--- src/rtl/wb_dest_pipe_pkg.sv ---
// Shared types and constants for the write-destination tracking pipeline.
package wb_dest_pipe_pkg;

  localparam int unsigned RW = 4;
  localparam logic [RW-1:0] NULL_TAG = 4'd0;

  // Load-use FSM encoding.
  typedef enum logic {
    RUN    = 1'b0,
    BUBBLE = 1'b1
  } state_t;

  // Forward-select codes used by the forwarding unit that consumes our tags.
  localparam logic [2:0] FWD_RF   = 3'b000;
  localparam logic [2:0] FWD_MEM1 = 3'b001;
  localparam logic [2:0] FWD_MEM2 = 3'b010;
  localparam logic [2:0] FWD_MEML = 3'b011;
  localparam logic [2:0] FWD_WB1  = 3'b100;
  localparam logic [2:0] FWD_WB2  = 3'b101;
  localparam logic [2:0] FWD_WBL  = 3'b110;

  // Contents of one pipeline slot.
  typedef struct packed {
    logic [RW-1:0] wr1;
    logic          wr1_en;
    logic [RW-1:0] wr2;
    logic          wr2_en;
    logic          ld;
  } slot_t;

  localparam slot_t SLOT_EMPTY = '0;

  // A tag is only meaningful when its enable is set; otherwise it reads as NULL_TAG.
  function automatic logic [RW-1:0] tag_of(input logic en, input logic [RW-1:0] r);
    return en ? r : NULL_TAG;
  endfunction

endpackage

--- src/rtl/wb_dest_pipe_slot.sv ---
// One destination pipeline register: hold beats clear, clear beats load.
module dest_slot
  import wb_dest_pipe_pkg::*;
(
  input  logic  clk,
  input  logic  rst,
  input  logic  hold,
  input  logic  clear,
  input  slot_t d,
  output slot_t q
);

  // Slot register: empty on reset, frozen on hold, bubble on clear.
  always_ff @(posedge clk or posedge rst) begin
    if (rst) begin
      q <= SLOT_EMPTY;
    end else if (!hold) begin
      if (clear) q <= SLOT_EMPTY;
      else       q <= d;
    end
  end

endmodule

--- src/rtl/wb_dest_pipe.sv ---
// Tracks write destinations through EX/MEM/WB, drives forwarding tags and
// register-file write enables, and inserts one bubble on a load-use hazard.
// Handshake: there is no valid/ready pair here; ext_stall freezes every stage,
// and hz_stall asks upstream to hold its ID instruction for exactly one edge.
module wb_dest_pipe
  import wb_dest_pipe_pkg::*;
(
  input  logic          clk,
  input  logic          rst,
  input  logic [RW-1:0] id_wr1,
  input  logic          id_wr1_en,
  input  logic [RW-1:0] id_wr2,
  input  logic          id_wr2_en,
  input  logic          id_wr2_ld,
  input  logic [RW-1:0] id_op1,
  input  logic [RW-1:0] id_op2,
  input  logic [RW-1:0] id_r15,
  input  logic          id_op1_use,
  input  logic          id_op2_use,
  input  logic          id_r15_use,
  input  logic          ext_stall,
  input  logic          flush,
  output logic [RW-1:0] memwrite1,
  output logic [RW-1:0] memwrite2,
  output logic [RW-1:0] wbwrite1,
  output logic [RW-1:0] wbwrite2,
  output logic          memmux,
  output logic          wbmux,
  output logic [RW-1:0] ex_wr1,
  output logic [RW-1:0] ex_wr2,
  output logic          rf_we1,
  output logic          rf_we2,
  output logic [RW-1:0] rf_wa1,
  output logic [RW-1:0] rf_wa2,
  output logic          hz_stall,
  output state_t        fsm_state
);

  slot_t  id_slot, ex_q, mem_q, wb_q;
  state_t state, state_next;
  logic   ex_clear;
  logic   load_in_ex;
  logic   src_hit;

  // Pack the ID-stage destination fields into a slot.
  always_comb begin
    id_slot        = SLOT_EMPTY;
    id_slot.wr1    = id_wr1;
    id_slot.wr1_en = id_wr1_en;
    id_slot.wr2    = id_wr2;
    id_slot.wr2_en = id_wr2_en;
    id_slot.ld     = id_wr2_ld;
  end

  // Load-use detection: a pending load in EX whose target an ID source reads.
  always_comb begin
    load_in_ex = ex_q.ld & ex_q.wr2_en;
    src_hit    = (ex_q.wr2 != NULL_TAG) &&
                 ((id_op1_use && (id_op1 == ex_q.wr2)) ||
                  (id_op2_use && (id_op2 == ex_q.wr2)) ||
                  (id_r15_use && (id_r15 == ex_q.wr2)));
    hz_stall   = (state == RUN) && load_in_ex && src_hit;
    // Both a flush and a hazard replace the ID capture with an empty slot.
    ex_clear   = flush | hz_stall;
  end

  dest_slot u_ex  (.clk(clk), .rst(rst), .hold(ext_stall), .clear(ex_clear), .d(id_slot), .q(ex_q));
  dest_slot u_mem (.clk(clk), .rst(rst), .hold(ext_stall), .clear(1'b0),     .d(ex_q),    .q(mem_q));
  dest_slot u_wb  (.clk(clk), .rst(rst), .hold(ext_stall), .clear(1'b0),     .d(mem_q),   .q(wb_q));

  // FSM state register.
  always_ff @(posedge clk or posedge rst) begin
    if (rst) state <= RUN;
    else     state <= state_next;
  end

  // FSM next state: a bubble lasts exactly one non-frozen edge; flush suppresses it.
  always_comb begin
    state_next = state;
    if (!ext_stall) begin
      case (state)
        RUN:     if (hz_stall && !flush) state_next = BUBBLE;
        BUBBLE:  state_next = RUN;
        default: state_next = RUN;
      endcase
    end
  end

  // Tag and select outputs derived from slot contents.
  always_comb begin
    ex_wr1    = tag_of(ex_q.wr1_en,  ex_q.wr1);
    ex_wr2    = tag_of(ex_q.wr2_en,  ex_q.wr2);
    memwrite1 = tag_of(mem_q.wr1_en, mem_q.wr1);
    memwrite2 = tag_of(mem_q.wr2_en, mem_q.wr2);
    wbwrite1  = tag_of(wb_q.wr1_en,  wb_q.wr1);
    wbwrite2  = tag_of(wb_q.wr2_en,  wb_q.wr2);
    memmux    = mem_q.ld & mem_q.wr2_en;
    wbmux     = wb_q.ld & wb_q.wr2_en;
    rf_we1    = wb_q.wr1_en;
    rf_we2    = wb_q.wr2_en;
    rf_wa1    = wbwrite1;
    rf_wa2    = wbwrite2;
    fsm_state = state;
  end

endmodule

--- config.mk ---
export PLATFORM = sky130hd
export DESIGN_NAME = wb_dest_pipe
export DESIGN_NICKNAME = d
export VERILOG_FILES = /design/src/rtl/wb_dest_pipe_pkg.sv /design/src/rtl/wb_dest_pipe_slot.sv /design/src/rtl/wb_dest_pipe.sv
export SDC_FILE = /design/constraint.sdc
export NUM_CORES = 1
export LEC_CHECK = 0
export CELL_PAD_IN_SITES_DETAIL_PLACEMENT = 0
export CELL_PAD_IN_SITES_GLOBAL_PLACEMENT = 1
export CORE_MARGIN = 4
export CORE_UTILIZATION = 33
export DETAILED_ROUTE_END_ITERATION = 16
export PLACE_DENSITY_LB_ADDON = 0.1
export SYNTH_ARGS = -nofsm -noshare
export SYNTH_HDL_FRONTEND = slang
export SYNTH_SLANG_ARGS = --single-unit
--- constraint.sdc ---
create_clock -name clk -period 2.4 [get_ports clk]
set_input_delay 0.6 -clock clk [delete_from_list [all_inputs] [get_ports clk]]
set_output_delay 0.6 -clock clk [all_outputs]
set_load 0.005 [all_outputs]
Yosys cells after proc, flatten, opt, wreduce, memory -nomap -nowiden. Cells that the tools add are included.

Equality and inequality tests: 3. Mux-type cells: 9. Bitwise logic cells: 5. Reductions and logical operators: 11.

Operators by type and width (count): $mux 4 (6); $eq 4x4->1 (3); $mux 11 (1); $logic_and 1x1->1 (7); $reduce_bool 4->1 (1); $and 1x1->1 (3); $logic_or 1x1->1 (2); $pmux 1 s2 (1); $logic_not 1->1 (1); $mux 1 (1); $not 1->1 (1); $or 1x1->1 (1).

Register bits after elaboration: 34. Input port bits: 30.

Logic depth before layout (Yosys ltp). Gate-level depths: netlist of the first run.

Depth in word-level cells: 9. Mapped depth: 6. Gate-level depth less buffers: 4.

By module. From an unflattened synthesis of the first run, not the netlist that was laid out.

Cell total of the unflattened synthesis: 147. Area, all modules: 1681.6 um^2.

Modules (own cells, without submodules): dest_slot (times used 3, cells an instance 27, area each 404.1 um^2); wb_dest_pipe (times used 1, cells an instance 66, area each 469.2 um^2).

Least setup slack after synthesis of the first run. OpenSTA, ideal clock, no wires.

Path type: register -> output. From: register u_ex.q[2] (netlist name). To: output port hz_stall. Data arrival time: 1451 ps. Required time: 1800 ps. Slack: 349 ps. Cell stages (with the launch flop): 6. Path through: dfrtp_1 buf_6 or4_4 nand4_1 o22ai_2 or2_1.

Word-level cells in the longest chain between the ends: 6.

Ends and longest elaborated chain: start, declared (line wb_dest_pipe_slot.sv:10) `output slot_t q`; start signal, assigned (line wb_dest_pipe_slot.sv:16) `q <= SLOT_EMPTY;`; start signal, assigned (line wb_dest_pipe_slot.sv:18) `if (clear) q <= SLOT_EMPTY;`; start signal, assigned (line wb_dest_pipe_slot.sv:19) `else q <= d;`; $eq 4x4->1, on equally long branches (line wb_dest_pipe.sv:59, wb_dest_pipe.sv:60); $logic_and 1x1->1, on equally long branches (line wb_dest_pipe.sv:59, wb_dest_pipe.sv:60); $logic_or 1x1->1 (line wb_dest_pipe.sv:59) `((id_op1_use && (id_op1 == ex_q.wr2)) ||`; $logic_or 1x1->1 (line wb_dest_pipe.sv:60) `(id_op2_use && (id_op2 == ex_q.wr2)) ||`; $logic_and 1x1->1 (*) (line wb_dest_pipe.sv:58) `src_hit = (ex_q.wr2 != NULL_TAG) &&`; $logic_and 1x1->1 (*) (line wb_dest_pipe.sv:62) `hz_stall = (state == RUN) && load_in_ex && src_hit;`; end, declared (line wb_dest_pipe.sv:35) `output logic hz_stall,`.

Every way passes the cells marked *; elsewhere a longest branch is shown, timed or not.

Worst setup path after layout of the first run. Same ends and word-level chain as after synthesis.

==> results of run 1 <==
==> cells in the mapped netlist <==
library cell	count
sky130_fd_sc_hd__and2_1	25
sky130_fd_sc_hd__and2_2	1
sky130_fd_sc_hd__and3b_2	1
sky130_fd_sc_hd__buf_1	2
sky130_fd_sc_hd__buf_2	5
sky130_fd_sc_hd__buf_4	8
sky130_fd_sc_hd__buf_6	2
sky130_fd_sc_hd__clkbuf_1	2
sky130_fd_sc_hd__dfrtp_1	34
sky130_fd_sc_hd__inv_1	1
sky130_fd_sc_hd__mux2_2	22
sky130_fd_sc_hd__nand2_1	27
sky130_fd_sc_hd__nand3_1	3
sky130_fd_sc_hd__nand4_1	2
sky130_fd_sc_hd__nor2_1	2
sky130_fd_sc_hd__nor3_1	1
sky130_fd_sc_hd__o22ai_1	1
sky130_fd_sc_hd__o22ai_2	1
sky130_fd_sc_hd__o31a_1	1
sky130_fd_sc_hd__o31ai_1	2
sky130_fd_sc_hd__o31ai_2	9
sky130_fd_sc_hd__o31ai_4	1
sky130_fd_sc_hd__or2_1	1
sky130_fd_sc_hd__or4_4	1
sky130_fd_sc_hd__xnor2_1	12
==> worst max-delay path by stage <==
stage	to	slack, ns	cells after the start
6_report	hz_stall	0.02	5
5_1_grt	hz_stall	-0.06	5
3_3_place_gp	hz_stall	-0.34	6
4_1_cts	hz_stall	0.01	5
3_5_place_dp	hz_stall	-0.36	6
2_1_floorplan	hz_stall	0.35	5
==> repair_timing <==
item                                   in CTS  in global routing
hold buffers                                0                  0
pin swaps                                   6                  6
gates resized for setup                     5                  2
endpoints found under the hold margin       0                  0
setup buffers                               1                  0
setup endpoints to repair                   1                  1
==> cells in the final DEF, fill, tap and decap left out, drive strengths merged, types with 2 or more instances in the layout <==
cell,n
and2,26
buf,13
clkbuf,5
clkdlybuf4s50,65
clkinv,2
dfrtp,34
mux2,22
nand2,27
nand3,3
nand4,2
nor2,2
o22ai,2
o31ai,12
xnor2,12
==> cell families after synthesis <==
group,synth area share
AO/OA/AOI/OAI,0.09592
XOR/XNOR,0.05714
buffers and inverters,0.06871
flip-flops,0.4626
multiplexers,0.1347
AND/OR/NAND/NOR,0.1810
==> final cells by class <==
| class | count | area [um^2] |
|---|---|---|
| Fill cell | 476 | 2534 |
| Clock buffer | 5 | 68.82 |
| Inverter | 1 | 3.754 |
| Tap cell | 70 | 87.58 |
| Multi-Input combinational cell | 113 | 882.1 |
| Clock inverter | 3 | 40.04 |
| Timing Repair Buffer | 79 | 770.7 |
| Sequential cell | 34 | 850.8 |
==> sequential cells by signal, summed over array words and instances, names as in the netlist <==
name	cells
fsm_state	1
u_ex.q	11
u_mem.q	11
u_wb.q	11
==> layer usage <==
layer,global-route usage,vias up
li1,-,685
met4,0.04412,0
met1,0.1639,683
met5,0,-
met3,0.04013,6
met2,0.2316,36
==> power by group through the flow <==
| stage | clock network (W) | registers (W) | logic [W] |
|---|---|---|---|
| floorplan | 0 | 0.000673 | 0.000174 |
| global placement | 0 | 0.000688 | 0.000310 |
| detailed placement | 0 | 0.000692 | 0.000316 |
| CTS | 0.000534 | 0.000681 | 0.000319 |
| global route | 0.000558 | 0.000691 | 0.000346 |
| finish | 0.000517 | 0.000680 | 0.000315 |
==> per-stage QoR <==
stage	total power, W	hold WS [ns]
after floorplan	0.0008469	0.4621
after global routing	0.001595	0.5162
after global placement	0.0009981	0.4812
after CTS	0.001533	0.5058
after detailed placement	0.001008	0.4902
final	0.001512	0.5021
==> run_summary.xml, run 1 <==
<?xml version="1.0" encoding="UTF-8"?>
<metrics>
  <group name="outcome">
    <metric name="outcome" unit="">complete, no violations</metric>
  </group>
  <group name="sta">
    <metric name="period_minus_slack" unit="ns">2.377</metric>
    <metric name="timing_hold_violations_final" unit="">0</metric>
    <metric name="setup_slack" unit="ns">0.02274</metric>
    <metric name="final_setup_vio_count" unit="">0</metric>
    <metric name="slew-limit-headroom" unit="">0.7099</metric>
    <metric name="layout_worst_path_cycle_share" unit="">0.9905</metric>
    <metric name="unrepaired_setup_endpoints_after_global_routing" unit="">true</metric>
    <metric name="timing_worst_slew_pin_value" unit="ns">0.4352</metric>
    <metric name="slew_viol_final" unit="">0</metric>
    <metric name="fmaxAchievable" unit="MHz">420.7</metric>
    <metric name="fin_tns_setup" unit="ns">0</metric>
    <metric name="fin_skew" unit="ns">0.004093</metric>
  </group>
  <group name="hold_path">
    <metric name="worst_hold_startpoint" unit="">u_wb.q[5]$_DFFE_PP0N_</metric>
    <metric name="timing.hold.worst_endpoint" unit="">u_wb.q[5]$_DFFE_PP0N_</metric>
    <metric name="worstHoldPathType" unit="">register to register</metric>
    <metric name="hold-path-cell-count" unit="">1</metric>
  </group>
  <group name="detailed_routing">
    <metric name="drc_errors" unit="">0</metric>
    <metric name="via_per_inst" unit="">4.623</metric>
    <metric name="met2_routed_wl" unit="um">2173</metric>
    <metric name="drt-initial-drc-count" unit="">71</metric>
    <metric name="wl_met3" unit="um">238</metric>
    <metric name="drtAntennaViolNets" unit="">0</metric>
    <metric name="dr.pass1.iters" unit="">4</metric>
    <metric name="dr.max_layer_used" unit="">met4</metric>
    <metric name="vias" unit="">1410</metric>
    <metric name="detail_route.wl_per_cell" unit="um">13.93</metric>
    <metric name="routed_wl" unit="um">4249</metric>
    <metric name="routedLengthMet1" unit="um">1779</metric>
  </group>
  <group name="setup_path">
    <metric name="worst-setup-path-type" unit="">register to output port</metric>
    <metric name="timing.critical_path.max_delay_family" unit="">simple AND/OR/NAND/NOR gates</metric>
    <metric name="r2r_end" unit="">u_ex.q[0]$_DFFE_PP0N_</metric>
    <metric name="critical_path.startpoint" unit="">u_ex.q[2]$_DFFE_PP0N_</metric>
    <metric name="rr_startpoint" unit="">u_ex.q[2]$_DFFE_PP0N_</metric>
    <metric name="cp_endpoint_kind" unit="">output port</metric>
    <metric name="r2r_cells" unit="">6</metric>
    <metric name="r2r_setup_slack" unit="ns">0.57</metric>
    <metric name="cp.arrival" unit="ns">1.78</metric>
    <metric name="critical_path.slowest_cell" unit="">sky130_fd_sc_hd__or4_4</metric>
    <metric name="crit_chain" unit="">or4_4 -&gt; nand4_1 -&gt; o22ai_2 -&gt; or2_1 -&gt; buf_2</metric>
    <metric name="max_stage_delay" unit="ns">0.56</metric>
    <metric name="timing.critical_path.from_type" unit="">register</metric>
    <metric name="timing.critical_path.buf_inv" unit="">1</metric>
    <metric name="critical_path_required" unit="ns">1.80</metric>
    <metric name="worstPathMaxFanout" unit="">3</metric>
  </group>
  <group name="power">
    <metric name="power.clock.fraction" unit="">0.342</metric>
    <metric name="cellLeakagePower" unit="nW">1.161</metric>
    <metric name="pwr_density_cell" unit="nW/um^2">559.4</metric>
    <metric name="irDropWorstVdd" unit="mV">0.2680</metric>
    <metric name="power_frac_comb" unit="">0.208</metric>
    <metric name="share_seq_of_total_power" unit="">0.450</metric>
    <metric name="switching_share" unit="">0.2448</metric>
    <metric name="internal_power" unit="W">0.001142</metric>
    <metric name="net-switching-power" unit="W">0.0003702</metric>
  </group>
  <group name="final_layout">
    <metric name="design_area" unit="um^2">2704</metric>
    <metric name="fin_nets" unit="">264</metric>
    <metric name="layout.core_utilization" unit="">0.5162</metric>
    <metric name="layoutNonFillerInstCount" unit="">305</metric>
    <metric name="layout_cell_share_with_drive_strength_beyond_1" unit="">0.2553</metric>
    <metric name="insertedDiodeCount" unit="">0</metric>
    <metric name="areaGrowthSynthToFinish" unit="%">47.01</metric>
  </group>
  <group name="grt">
    <metric name="global_route.usage.total" unit="">0.1359</metric>
    <metric name="gr-total-overflow" unit="">0</metric>
    <metric name="maximum_number_of_pins_on_one_net_before_global_route_repair" unit="">35</metric>
    <metric name="first_global_vias" unit="">1468</metric>
    <metric name="initial_antenna_violation_count" unit="">0</metric>
    <metric name="grt_first_pass_wirelength" unit="um">6969</metric>
  </group>
  <group name="synthesis">
    <metric name="synth.yosys.warnings" unit="">0</metric>
    <metric name="synth_top_cell_by_area" unit="">sky130_fd_sc_hd__dfrtp_1</metric>
    <metric name="synth_area" unit="um^2">1839</metric>
    <metric name="ys_seq_elements" unit="">34</metric>
    <metric name="mappedNetlistNets" unit="">197</metric>
    <metric name="syn_area_per_cell" unit="um^2">11.01</metric>
    <metric name="synth.area.top_cells" unit="">sky130_fd_sc_hd__dfrtp_1 46%, sky130_fd_sc_hd__mux2_2 13%, sky130_fd_sc_hd__and2_1 8.5%</metric>
    <metric name="synthesis.instances" unit="">167</metric>
    <metric name="ys_seq_area_frac" unit="">0.4626</metric>
    <metric name="yosysUniqueCellTypes" unit="">25</metric>
    <metric name="synth_top_area_frac" unit="">0.4626</metric>
  </group>
  <group name="placed_design">
    <metric name="post-place-ws" unit="ns">-0.3551</metric>
    <metric name="gp_routability_congestion" unit="">0.7596</metric>
    <metric name="dpl.cell_count" unit="">296</metric>
    <metric name="detailed_place.area" unit="um^2">2575</metric>
    <metric name="dp.final_hpwl" unit="um">3240</metric>
    <metric name="port-buffer-count" unit="">67</metric>
  </group>
  <group name="clock_network">
    <metric name="cts_root_buffer" unit="">sky130_fd_sc_hd__clkbuf_8</metric>
    <metric name="skew_pair_late_insertion_delay" unit="ns">0.29</metric>
    <metric name="cts_sinks" unit="">34</metric>
    <metric name="tritoncts" unit="">yes</metric>
    <metric name="cts_max_path_buffers" unit="">2</metric>
    <metric name="tritoncts.num_buffers" unit="">5</metric>
    <metric name="cts_max_level" unit="">2</metric>
    <metric name="clk_pin_slew_worst_paths" unit="ns">0.07</metric>
  </group>
  <group name="floorplan">
    <metric name="ios" unit="">68</metric>
    <metric name="effective_utilization_at_floorplan" unit="">0.3512</metric>
    <metric name="num_rows" unit="">26</metric>
    <metric name="die_area" unit="um^2">6832</metric>
    <metric name="floorplan.core_area" unit="um^2">5238</metric>
    <metric name="fp.dieH" unit="um">82.66</metric>
    <metric name="chipWidth" unit="um">82.66</metric>
  </group>
  <group name="job">
    <metric name="count_of_max_cap_constraint_violations" unit="">0</metric>
  </group>
</metrics>
Power figures use the tool's default switching activity.
==> run 2: changes to the inputs <==
Settings changed: GPL_TIMING_DRIVEN set to 1.
==> results of run 2 <==
Final layout, timing and power as in run 1 (identical DEF).
